<file path="src/rtl/inverse_funct_pkg.sv">
// Shared widths, opcodes, FSM encoding and saturation helpers for the inverse
// square/cubic/factorial search unit.
package inverse_funct_pkg;

    localparam int unsigned N_W    = 4;
    localparam int unsigned V_W    = 8;
    localparam int unsigned ACC_W  = 12;
    localparam int unsigned MATH_W = 16;

    localparam logic [ACC_W-1:0] ACC_MAX = {ACC_W{1'b1}};
    localparam logic [N_W-1:0]   K_MAX   = {N_W{1'b1}};

    localparam logic [2:0] OP_SQUARE    = 3'd0;
    localparam logic [2:0] OP_CUBIC     = 3'd1;
    localparam logic [2:0] OP_FACTORIAL = 3'd2;

    typedef enum logic [1:0] {
        StIdle,
        StSearch,
        StDone
    } state_e;

    function automatic logic op_valid(input logic [2:0] op);
        return (op == OP_SQUARE) || (op == OP_CUBIC) || (op == OP_FACTORIAL);
    endfunction

    // f(0) for each valid opcode.
    function automatic logic [ACC_W-1:0] f_zero(input logic [2:0] op);
        return (op == OP_FACTORIAL) ? ACC_W'(1) : '0;
    endfunction

    // Clamp a wide intermediate into the accumulator; ACC_MAX exceeds any V_W value.
    function automatic logic [ACC_W-1:0] sat_acc(input logic [MATH_W-1:0] x);
        return (x > MATH_W'(ACC_MAX)) ? ACC_MAX : x[ACC_W-1:0];
    endfunction

endpackage

</file>
<file path="src/rtl/inv_step_gen.sv">
// Combinational step generator: f(k+1) from f(k) (and k^2 for cubic) using
// only adds and shifts, saturated to the accumulator width.
module inv_step_gen
    import inverse_funct_pkg::*;
(
    input  logic [2:0]       opcode_i,
    input  logic [N_W-1:0]   k_i,
    input  logic [ACC_W-1:0] acc_i,
    input  logic [ACC_W-1:0] sq_i,
    output logic [ACC_W-1:0] nxt_o,
    output logic [ACC_W-1:0] sq_nxt_o
);

    logic [MATH_W-1:0] k_w;
    logic [MATH_W-1:0] acc_w;
    logic [MATH_W-1:0] sq_w;
    logic [MATH_W-1:0] odd_w;
    logic [MATH_W-1:0] square_w;
    logic [MATH_W-1:0] cube_w;
    logic [MATH_W-1:0] fact_w;
    logic [MATH_W-1:0] nxt_w;
    logic [N_W-1:0]    mult;

    assign k_w   = MATH_W'(k_i);
    assign acc_w = MATH_W'(acc_i);
    assign sq_w  = MATH_W'(sq_i);

    // (k+1)^2 - k^2 = 2k + 1
    assign odd_w    = (k_w << 1) + MATH_W'(1);
    assign square_w = acc_w + odd_w;

    // (k+1)^3 - k^3 = 3k^2 + 3k + 1
    assign cube_w = acc_w + (sq_w << 1) + sq_w + (k_w << 1) + k_w + MATH_W'(1);

    // k+1 only needs N_W bits while the search can still advance (k < K_MAX).
    assign mult = k_i + N_W'(1);

    always_comb begin
        fact_w = '0;
        for (int i = 0; i < int'(N_W); i++) begin
            if (mult[i]) begin
                fact_w = fact_w + (acc_w << i);
            end
        end
    end

    always_comb begin
        nxt_w = MATH_W'(ACC_MAX);
        case (opcode_i)
            OP_SQUARE:    nxt_w = square_w;
            OP_CUBIC:     nxt_w = cube_w;
            OP_FACTORIAL: nxt_w = fact_w;
            default:      nxt_w = MATH_W'(ACC_MAX);
        endcase
    end

    assign nxt_o    = sat_acc(nxt_w);
    assign sq_nxt_o = sat_acc(sq_w + odd_w);

endmodule

</file>
<file path="src/rtl/inverse_funct.sv">
// Sequential inverse of square/cubic/factorial: finds the largest n in 0..15
// with f(n) <= value, one candidate per clock, behind a start/done handshake.
module inverse_funct
    import inverse_funct_pkg::*;
(
    input  logic           clk,
    input  logic           reset,
    input  logic           start_i,
    input  logic [2:0]     opcode_i,
    input  logic [V_W-1:0] value_i,
    output logic           busy_o,
    output logic           done_o,
    output logic [N_W-1:0] n_out_o,
    output logic           exact_o,
    output logic           err_o
);

    state_e           state_q;
    logic [N_W-1:0]   k_q;
    logic [ACC_W-1:0] acc_q;
    logic [ACC_W-1:0] sq_q;
    logic [V_W-1:0]   value_q;
    logic [2:0]       opcode_q;
    logic [N_W-1:0]   n_out_q;
    logic             exact_q;
    logic             err_q;
    logic             done_q;
    logic             busy_q;

    logic [ACC_W-1:0] acc_d;
    logic [ACC_W-1:0] sq_d;
    logic             advance;

    inv_step_gen u_step_gen (
        .opcode_i (opcode_q),
        .k_i      (k_q),
        .acc_i    (acc_q),
        .sq_i     (sq_q),
        .nxt_o    (acc_d),
        .sq_nxt_o (sq_d)
    );

    // Saturated acc_d is always above any V_W value, so this never over-advances.
    assign advance = (acc_d <= ACC_W'(value_q)) && (k_q != K_MAX);

    always_ff @(posedge clk) begin
        if (!reset) begin
            state_q  <= StIdle;
            k_q      <= '0;
            acc_q    <= '0;
            sq_q     <= '0;
            value_q  <= '0;
            opcode_q <= '0;
            n_out_q  <= '0;
            exact_q  <= 1'b0;
            err_q    <= 1'b0;
            done_q   <= 1'b0;
            busy_q   <= 1'b0;
        end else begin
            done_q <= 1'b0;
            case (state_q)
                StIdle: begin
                    if (start_i) begin
                        value_q  <= value_i;
                        opcode_q <= opcode_i;
                        n_out_q  <= '0;
                        exact_q  <= 1'b0;
                        k_q      <= '0;
                        sq_q     <= '0;
                        busy_q   <= 1'b1;
                        if (op_valid(opcode_i)) begin
                            acc_q   <= f_zero(opcode_i);
                            err_q   <= 1'b0;
                            state_q <= StSearch;
                        end else begin
                            acc_q   <= '0;
                            err_q   <= 1'b1;
                            done_q  <= 1'b1;
                            state_q <= StDone;
                        end
                    end
                end
                StSearch: begin
                    if (advance) begin
                        k_q   <= k_q + N_W'(1);
                        acc_q <= acc_d;
                        sq_q  <= sq_d;
                    end else begin
                        n_out_q <= k_q;
                        exact_q <= (acc_q == ACC_W'(value_q));
                        done_q  <= 1'b1;
                        state_q <= StDone;
                    end
                end
                StDone: begin
                    busy_q  <= 1'b0;
                    state_q <= StIdle;
                end
                default: begin
                    busy_q  <= 1'b0;
                    state_q <= StIdle;
                end
            endcase
        end
    end

    assign busy_o  = busy_q;
    assign done_o  = done_q;
    assign n_out_o = n_out_q;
    assign exact_o = exact_q;
    assign err_o   = err_q;

endmodule

</file>
<file path="config.mk">
export PLATFORM = sky130hd
export DESIGN_NAME = inverse_funct
export DESIGN_NICKNAME = d
export VERILOG_FILES = /design/src/rtl/inverse_funct_pkg.sv /design/src/rtl/inv_step_gen.sv /design/src/rtl/inverse_funct.sv
export SDC_FILE = /design/constraint.sdc
export NUM_CORES = 1
export LEC_CHECK = 0
export BUFFER_PORTS_ARGS = -buffer_cell sky130_fd_sc_hd__buf_2
export CAP_MARGIN = 5
export CORE_ASPECT_RATIO = 0.8
export CORE_MARGIN = 5
export CORE_UTILIZATION = 58
export DETAILED_ROUTE_END_ITERATION = 8
export PLACE_DENSITY = 0.82
export SLEW_MARGIN = 20
export SYNTH_ARGS = -nofsm -noshare
export SYNTH_HDL_FRONTEND = slang
export SYNTH_SLANG_ARGS = --single-unit
</file>
<file path="constraint.sdc">
create_clock -name clk -period 7.5 [get_ports clk]
set_input_delay 0.75 -clock clk [delete_from_list [all_inputs] [get_ports clk]]
set_output_delay 0.75 -clock clk [all_outputs]
set_load 0.01 [all_outputs]
</file>
==> metrics, run 1 <==
simple-gate portion of the synthesized area 18.1%; post-route ant nets 0; global-route wire length before repair 34.8 mm; layout cells sized above 1 26.6%; Die Footprint 13800 sq um; Setup Viol. Count Final 36; most instantiated library cell after synthesis ha_1; GPL Wtd Cong 1.03; Residual DRC 0; wire per inst 19.9 microns; final WL 22.3 mm; Max-Cap Viols 0; XOR/XNOR Fraction of Synth Area 8.49%; largest net degree at the start of global routing 38; final worst setup slack -407 ps; Max Fclk 126 MHz; Synth Warn # 0; Buf+Inv Stages, Crit Path 5; Setup TNS -11630 ps; htree depth 2; Max clock buf depth 2; final setup skew 11.5 ps; Post-synth top cells ha_1 (96), nand2_1 (91), a21oi_1 (68); NetSw 244 uW; fin nets 1094; Clock Power Share 34.3%; mux cell area share after synthesis 3.04%; via/cell ratio 6.42; Synth top area share 18.0%; critical path fanouts, max 7; Chip Width 130 microns; # diodes 0; Mapped Area 6670 sq um; Net Sw Frac 32.0%; Post-Place Cells 1078; core area 11400 sq um; most area-hungry cell type in the Yosys netlist ha_1; vias 7186; Crit Path Category reg -> reg; Seq pwr share 36.7%; unrepaired setup endpoints after global routing yes; antenna violations before repair 0; Ports 22; hold_buf cts 0; status finished with violations; fin crit share 105%; initial drt markers 692; GRT Residual Overflow 0; met3 Resource Use GR 5.27%; die height 106 microns; post-synth cell types 84; Area contributors post-synth ha_1 (18%), dfxtp_1 (15%), nand2_1 (5.1%), xnor2_1 (5.1%), a21oi_1 (5.1%); Non-Filler Instances 1119; crit-path max cell delay 390 ps; drt first pass iters 6; PD cells 90.1 nW/um^2; cell count after synthesis 852; slowest cell on the critical path ha_1; Slew headroom 27.0%; failing checks setup timing; max-slew violations 0; min-delay worst type reg -> reg; Post-Synth Adder-Cell Area 22.2%; Final HPWL DP 16.0 mm; Setup crit end kind flip-flop; met1 usage in global routing 42.0%; Avg Cell Area, Syn 7.83 sq um; kind of start point of the critical path flip-flop; clock root buffer clkbuf_16; Final min period 7910 ps; Num CTS Buffers 5; Clock Pin Slew Worst Setup and Hold Paths 80 ps; vias in the first global route 6995; Initial Util 58.6%; EDFF count, synth 0; Worst VDD drop 0.103 mV; internal power 518 uW; Top Usage Layer GRT met2; IO buf count 21; largest family of logic cells by synthesized area compound AO/OA/AOI/OAI gates; WP data arrival 8070 ps; cell family with most CP delay compound AO/OA/AOI/OAI gates; clock latency on the worst-skew pair 300 ps; # fillers 816; Total GRT Usage 31.1%; Setup WS pre-CTS -369 ps; top_reg_cell synth dfxtp_1; slew of the pin with the lowest slew margin 1090 ps; sequential share of the synthesized area 14.7%; Compound-Gate Fraction of Synth Area 28.2%; CTS sink count 49; CP required 7660 ps; CTS tree built; Comb pwr share 28.9%; grt met2 use 50.2%; Area Overhead vs Synth 26.7%; Async S/R FF share, synth 0%; syn_nets 976; post-route cell area 8460 sq um; register bit count reported by yosys 49; placed cell area 7600 sq um; leakage 0.00393 uW; final hold vios 0; FP Rows 35
## layer usage
metal	vias to the layer above	share of wire, %
li1	3367	-
met1	3376	42
met2	368	46
met3	75	9.0
met4	0	3.3
met5	-	0
## cells by family after synthesis
group	after synthesis
AOI/OAI and AO/OA	273
adders and majority gates	110
xor gates and xnor gates	63
buffers and inverters	88
and+or+nand+nor	250
muxes	19
DFF	49
## worst min-delay path: cells and delay by family, from the launching register on
| family | cells | cell delay (ps) |
|---|---|---|
| simple gates | 1 | 60 |
| flops | 1 | 320 |
| compound gates | 1 | 50 |
## layout by cell type, fill, tap and decap left out, drive strengths merged, types with 13 or more instances in the layout
cell,instances
buf,145
ha,96
nand2,91
a21oi,68
o21ai,58
nor2,55
inv,52
dfxtp,49
xnor2,41
xor2,22
o211ai,21
nand3,20
nor2b,19
fa,14
o31ai,14
a211oi,13
## layout make-up
class                      instances  area [sq um]  area share [%]
tap                              148           185            2.19
sequential                        49           986            11.7
multi-input combinational        715          5790            68.5
clock buffer                       7           164            1.94
timing repair buffer             147          1130            13.3
clock inverter                     1          7.51          0.0888
inverter                          52           198            2.34
## power groups by stage
| stage | logic [uW] | registers [uW] | clock network (uW) |
|---|---|---|---|
| floorplan | 107 | 283 | 0 |
| global placement | 169 | 284 | 0 |
| detailed placement | 171 | 284 | 0 |
| CTS | 190 | 279 | 262 |
| global route | 234 | 281 | 272 |
| finish | 221 | 280 | 262 |
## flip-flops by register name, summed over array words and instances, names as in the netlist
signal,cells
busy_o,1
sq_q,12
err_o,1
exact_o,1
k_q,4
done_o,1
state_q,2
opcode_q,3
value_q,8
acc_q,12
n_out_o,4
## through the flow
stage               hold WS, ps  power (uW)  utilization [%]
finish                      474         762             74.3
global route                512         787             74.3
CTS                         479         731             71.6
detailed placement          461         456             66.7
global placement            457         453             66.7
floorplan                   461         389                -
## worst paths after layout
kind	end	cells past startpoint	start	slack, ps
min	exact_o$_SDFFE_PN0P_	2	exact_o$_SDFFE_PN0P_	470
max reg2reg	sq_q[4]$_SDFFE_PN0P_	38	k_q[0]$_SDFFE_PN0P_	-410
min reg2reg	exact_o$_SDFFE_PN0P_	2	exact_o$_SDFFE_PN0P_	470
max	sq_q[4]$_SDFFE_PN0P_	38	k_q[0]$_SDFFE_PN0P_	-410
## repair_timing
action                     CTS  global route
setup endpoints to repair   36            36
buffers inserted            21            11
resized for setup           44            46
cloned                       1             2
pin swaps                   16            28
(Power assumes the default switching activity.)
==> run 2: changes to the inputs <==
Settings changed: CORE_UTILIZATION 58 to 61, TNS_END_PERCENT from default to 30.
Clock period 7.5 ns to 9.4 ns, I/O delays scaled along.
==> run 2 against run 1 <==
Against the previous run:
- the run now ends clean
- global-route usage down 1.8 points
- fmax down 11%
- cell count down 10%
- sequential share of layout area up 2.1 points
- clock-buffer cell count unchanged
- cell area down 16%
- worst hold slack better by 2.9 ps
- die area down 4.5%
==> metrics, run 2 (synthesis results as in run 1) <==
crit-path max cell delay 480 ps (+90 ps); hold_sp n_out_o[0]$_SDFFE_PN0P_; Reg2Reg Depth 37 (-2.6%); Largest regs acc_q x12, sq_q x12, value_q x8; clock latency on the worst-skew pair 290 ps (about the same); Crit Path Category reg -> reg; vias 6712 (-6.6%); Max Fclk 113 MHz (-11%); Final min period 8870 ps (+964 ps); CP required 9590 ps (+1930 ps); final WL 19.8 mm (-11%); via/cell ratio 6.69 (+4.2%); worst reg2reg path startpoint k_q[0]$_SDFFE_PN0P_; post-CTS setup buffers 0 (-100%); largest net degree at the start of global routing 38 (unchanged); min-delay worst type reg -> reg; commonest non-fill, non-tap cell in the layout ha_1; slew of the pin with the lowest slew margin 1080 ps (-2.99 ps); Chip Width 127 microns (-2.3%); status finished, final reports clean; CTS tree built; fin nets 982 (-10%); Ports 22 (unchanged); # fillers 906 (+11%); clock root buffer clkbuf_16; IO buf count 21 (unchanged); Area Overhead vs Synth 6.69%; final core utilization 65.9% (-8.4 points); Max clock buf depth 2 (unchanged); WP data arrival 9060 ps (+990 ps); hold_buf cts 0 (unchanged); most frequent cells in the layout ha_1 (96), nand2_1 (91), a21oi_1 (68); unrepaired setup endpoints after global routing no; drt first pass iters 6 (unchanged); Initial Util 61.8% (+3.1 points); post-route ant nets 0 (unchanged); # diodes 0 (unchanged); Setup TNS 0 ps (+11630 ps); die height 104 microns (-2.3%); final hold vios 0 (unchanged); WHS Path Cells 2 (unchanged); Die Footprint 13100 sq um (-4.5%); Worst VDD drop 0.152 mV (+47%); reg2reg setup slack 530 ps (+940 ps); Residual DRC 0 (unchanged); global-route wire length before repair 31.9 mm (-8.4%); GRT Residual Overflow 0 (unchanged); Setup crit end kind flip-flop; Reg-to-Reg End sq_q[9]$_SDFFE_PN0P_; critical path's most frequent cell ha_1; Num CTS Buffers 5 (unchanged); Total GRT Usage 29.3% (-1.8 points); slowest cell on the critical path a31oi_2; wire per inst 19.8 microns (-0.90%); area of the multi-input gates 5380 sq um (-7.1%); antenna violations before repair 0 (unchanged); Max-Cap Viols 0 (unchanged); GPL Wtd Cong 0.995 (-3.7%); fin crit share 94.4% (-11 points); layout cells sized above 1 9.31% (-17 points); Clock Pin Slew Worst Setup and Hold Paths 60 ps (-20 ps); Final HPWL DP 15.3 mm (-4.5%); initial drt markers 706 (+2.0%); CTS sink count 49 (unchanged); FP Rows 34 (-2.9%); PD cells 77.4 nW/um^2 (-14%); kind of start point of the critical path flip-flop; final setup skew 2.07 ps (-9.45 ps); WHS Endpoint n_out_o[0]$_SDFFE_PN0P_; Slew headroom 27.6% (+0.60 points); Setup Viol. Count Final 0 (-100%); Reg area 981 sq um (-0.51%); vias in the first global route 6286 (-10%); critical path fanouts, max 21 (+14); htree depth 2 (unchanged); max-slew violations 0 (unchanged); leakage 0.00330 uW (-16%); core area 10800 sq um (-5.1%)
==> run 2: layer usage <==
metal	vias up	wire length [microns]	track usage [%]	part of all wire [%]
li1	3126	-	-	-
met4	0	649	9.95	3.3
met1	3146	8520	41.9	43
met5	-	0	0	0
met2	387	8400	44.0	42
met3	53	2250	5.76	11
==> run 2: layout make-up <==
cell class / instances / area share, %
clock buffer: 7 / 2.00
clock inverter: 1 / 0.422
inverter: 52 / 2.74
multi-input combinational: 715 / 75.6
sequential: 49 / 13.8
tap: 144 / 2.53
timing repair buffer: 35 / 2.95
==> run 2: timing repair <==
action / in CTS / in global routing
endpoints found under the hold margin: 0 / 0
setup endpoints to repair: 0 / 29
resized for setup: 0 / 4
==> run 2: worst max path at each step <==
| stage | from | end | slack (ps) | cells after the start |
|---|---|---|---|---|
| 2_1_floorplan | k_q[0]$_SDFFE_PN0P_ | sq_q[11]$_SDFFE_PN0P_ | 1270 | 38 |
| 3_3_place_gp | k_q[0]$_SDFFE_PN0P_ | sq_q[11]$_SDFFE_PN0P_ | 980 | 36 |
| 3_5_place_dp | k_q[0]$_SDFFE_PN0P_ | sq_q[11]$_SDFFE_PN0P_ | 770 | 36 |
| 4_1_cts | k_q[0]$_SDFFE_PN0P_ | sq_q[11]$_SDFFE_PN0P_ | 570 | 36 |
| 5_1_grt | k_q[0]$_SDFFE_PN0P_ | sq_q[9]$_SDFFE_PN0P_ | 50 | 37 |
| 6_report | k_q[0]$_SDFFE_PN0P_ | sq_q[9]$_SDFFE_PN0P_ | 530 | 37 |
==> run 2: critical path, delay by kind of cell, from the launching register on <==
kind	cells	cell delay (ps)
AOI/OAI and AO/OA	15	3370
muxes	2	550
adders and majority gates	6	1820
buffers and inverters	3	500
and+or+nand+nor	9	1830
DFF	1	320
xor gates and xnor gates	2	380
==> run 2: stage by stage <==
stage | cell area, sq um | std cells | setup slack [ps] | total power [uW] | hold WS, ps
after floorplan | 6670 | 852 | 1270 | 309 | 461
after global placement | 6910 | 995 | 984 | 334 | 453
after detailed placement | 6910 | 995 | 766 | 337 | 465
after CTS | 7080 | 1003 | 571 | 544 | 478
after global routing | 7120 | 1003 | 51.7 | 572 | 500
final | 7120 | 1003 | 529 | 551 | 477
==> run 2: power breakdown <==
part           internal, uW  total (uW)  switching [uW]
Clock                   133         209            75.8
Sequential              214         226            11.4
Combinational          40.6         116            75.8
Total                   388         551             163
==> run 3: changes to the inputs <==
Settings changed: ABC_AREA from default to 1.
==> run 3 against run 2 <==
Against the previous run:
- core utilization increased by 0.71 points
- combinational power rose by 73%
- sequential share of layout area down 0.36 points
- critical endpoint is now sq_q[7]$_SDFFE_PN0P_
==> metrics, run 3 <==
commonest non-fill, non-tap cell in the layout nand2_1; most area-hungry cell type in the Yosys netlist ha_1; Largest regs acc_q x12, sq_q x12, value_q x8; Setup Viol. Count Final 0 (unchanged); Slew headroom 46.3% (+19 points); sequential share of the synthesized area 14.2% (-0.53 points); Synth Warn # 0 (unchanged); FP Rows 34 (unchanged); Avg Cell Area, Syn 6.13 sq um (-22%); unrepaired setup endpoints after global routing no; Die Footprint 13600 sq um (+3.4%); register bit count reported by yosys 49 (unchanged); Async S/R FF share, synth 0% (unchanged); # fillers 1030 (+14%); kind of start point of the critical path flip-flop; critical path's most frequent cell nand2_1; fin nets 1262 (+29%); area of the multi-input gates 5200 sq um (-3.3%); antenna violations before repair 0 (unchanged); clock root buffer clkbuf_16; Worst VDD drop 0.0905 mV (-41%); clock latency on the worst-skew pair 300 ps (about the same); Final min period 8010 ps (-866 ps); slew of the pin with the lowest slew margin 804 ps (-280 ps); Residual DRC 0 (unchanged); leakage 0.00388 uW (+18%); Total GRT Usage 28.7% (-0.65 points); min-delay worst type reg -> reg; initial drt markers 767 (+8.6%); Max Fclk 125 MHz (+11%); Final HPWL DP 15.4 mm (+0.55%); Clock Pin Slew Worst Setup and Hold Paths 70 ps (about the same); htree depth 2 (unchanged); IO buf count 21 (unchanged); wire per inst 15.1 microns (-24%); post-route ant nets 0 (unchanged); Ports 22 (unchanged); Setup crit end kind flip-flop; post-synth cell types 41 (-51%); PD cells 88.8 nW/um^2 (+15%); hold_buf cts 0 (unchanged); Max clock buf depth 2 (unchanged); CP required 9590 ps (about the same); Reg area 981 sq um (unchanged); CTS sink count 49 (unchanged); # resized after CTS 0 (unchanged); drt first pass iters 5 (-1); cell count after synthesis 1129 (+33%); crit-path max cell delay 850 ps (+370 ps); WP data arrival 8200 ps (-860 ps); post-CTS setup buffers 0 (unchanged); Synth top area share 17.3% (-0.65 points); final hold vios 0 (unchanged); max-slew violations 0 (unchanged); core area 11000 sq um (+1.6%); Chip Width 129 microns (+1.7%); layout cells sized above 1 5.18% (-4.1 points); GPL Wtd Cong 1.03 (+4.0%); syn_nets 1253 (+28%); Area Overhead vs Synth 5.58%; Area contributors post-synth ha_1 (17%), nand2_1 (14%), dfxtp_1 (14%), inv_1 (8.7%), nand3_1 (7.0%); most instantiated library cell after synthesis nand2_1; largest net degree at the start of global routing 40 (+5.3%); final setup skew 7.24 ps (+5.16 ps); global-route wire length before repair 32.0 mm (+0.46%); Post-synth top cells nand2_1 (263), inv_1 (161), nor2_1 (127); EDFF count, synth 0 (unchanged); Hold Slack 463 ps (-13.9 ps); vias 7333 (+9.3%); # diodes 0 (unchanged); Num CTS Buffers 5 (unchanged); Initial Util 63.1% (+1.3 points); most frequent cells in the layout nand2_1 (263), inv_1 (161), nor2_1 (126); Mapped Area 6920 sq um (+3.7%); via/cell ratio 5.72 (-15%); top_reg_cell synth dfxtp_1; final WL 19.3 mm (-2.5%); status finished, final reports clean; fin crit share 85.2% (-9.2 points); Setup TNS 0 ps (unchanged); CTS tree built; die height 105 microns (+1.7%); vias in the first global route 6542 (+4.1%); slowest cell on the critical path dfxtp_1; GRT Residual Overflow 0 (unchanged); Max-Cap Viols 0 (unchanged); Crit Path Category reg -> reg; critical path fanouts, max 31 (+48%)
[run 3: cell count changes after synthesis, moves of 25 or more]
cell     previous run  this run
xnor2_1            39        13
a21oi_1            68        93
nand2_1            91       263
nor2_1             55       127
nand3_1            19        97
inv_1              51       161
[run 3: power breakdown]
group          switching (uW)  internal (uW)
Sequential               14.5            220
Clock                    86.2            128
Combinational             127           73.1
Total                     228            421
[run 3: metal layers]
| layer | vias up | part of all wire, % | track usage [%] |
|---|---|---|---|
| met5 | - | 0 | 0 |
| met2 | 314 | 41 | 42.5 |
| met3 | 36 | 10 | 8.34 |
| met4 | 0 | 1.9 | 5.32 |
| li1 | 3739 | - | - |
| met1 | 3244 | 47 | 41.7 |
[run 3: worst paths after layout]
kind | startpoint | end | slack, ps | cells after the start
max | k_q[0]$_SDFFE_PN0P_ | sq_q[7]$_SDFFE_PN0P_ | 1390 | 46
min | err_o$_SDFFE_PN0P_ | err_o$_SDFFE_PN0P_ | 460 | 2
max reg2reg | k_q[0]$_SDFFE_PN0P_ | sq_q[7]$_SDFFE_PN0P_ | 1390 | 46
min reg2reg | err_o$_SDFFE_PN0P_ | err_o$_SDFFE_PN0P_ | 460 | 2
[run 3: worst max-delay path, delay by kind of cell (launching register included)]
kind	cells	cell delay, ps
AOI/OAI and AO/OA	8	1370
xor gates and xnor gates	2	260
adders and majority gates	6	2020
buffers and inverters	3	380
DFF	1	850
and+or+nand+nor	27	2990
[run 3: stage by stage]
step	total power (uW)	std cells	cell area, sq um	setup WS (ps)	utilization, %
after floorplan	387	1129	6920	3150	-
after global placement	430	1275	7140	1690	65.0
after detailed placement	435	1275	7140	1520	65.0
after CTS	647	1283	7310	1500	66.6
after global routing	691	1283	7310	734	66.6
final	649	1283	7310	1390	66.6
[run 3: cells by family (layout without fill, tap and decap cells)]
logic type | Yosys count | in the layout | synth area share, %
and+or+nand+nor | 553 | 553 | 34.1
AOI/OAI and AO/OA | 196 | 196 | 15.7
buffers and inverters | 190 | 200 | 10.7
adders and majority gates | 110 | 110 | 21.4
DFF | 49 | 49 | 14.2
xor gates and xnor gates | 31 | 31 | 3.92
[run 3: final cells by class]
cell class	instances	share of cell area (%)
Multi-Input combinational cell	890	71.2
Inverter	164	8.42
Sequential cell	49	13.4
Timing Repair Buffer	28	2.16
Clock inverter	3	0.650
Clock buffer	5	1.71
Tap cell	144	2.46
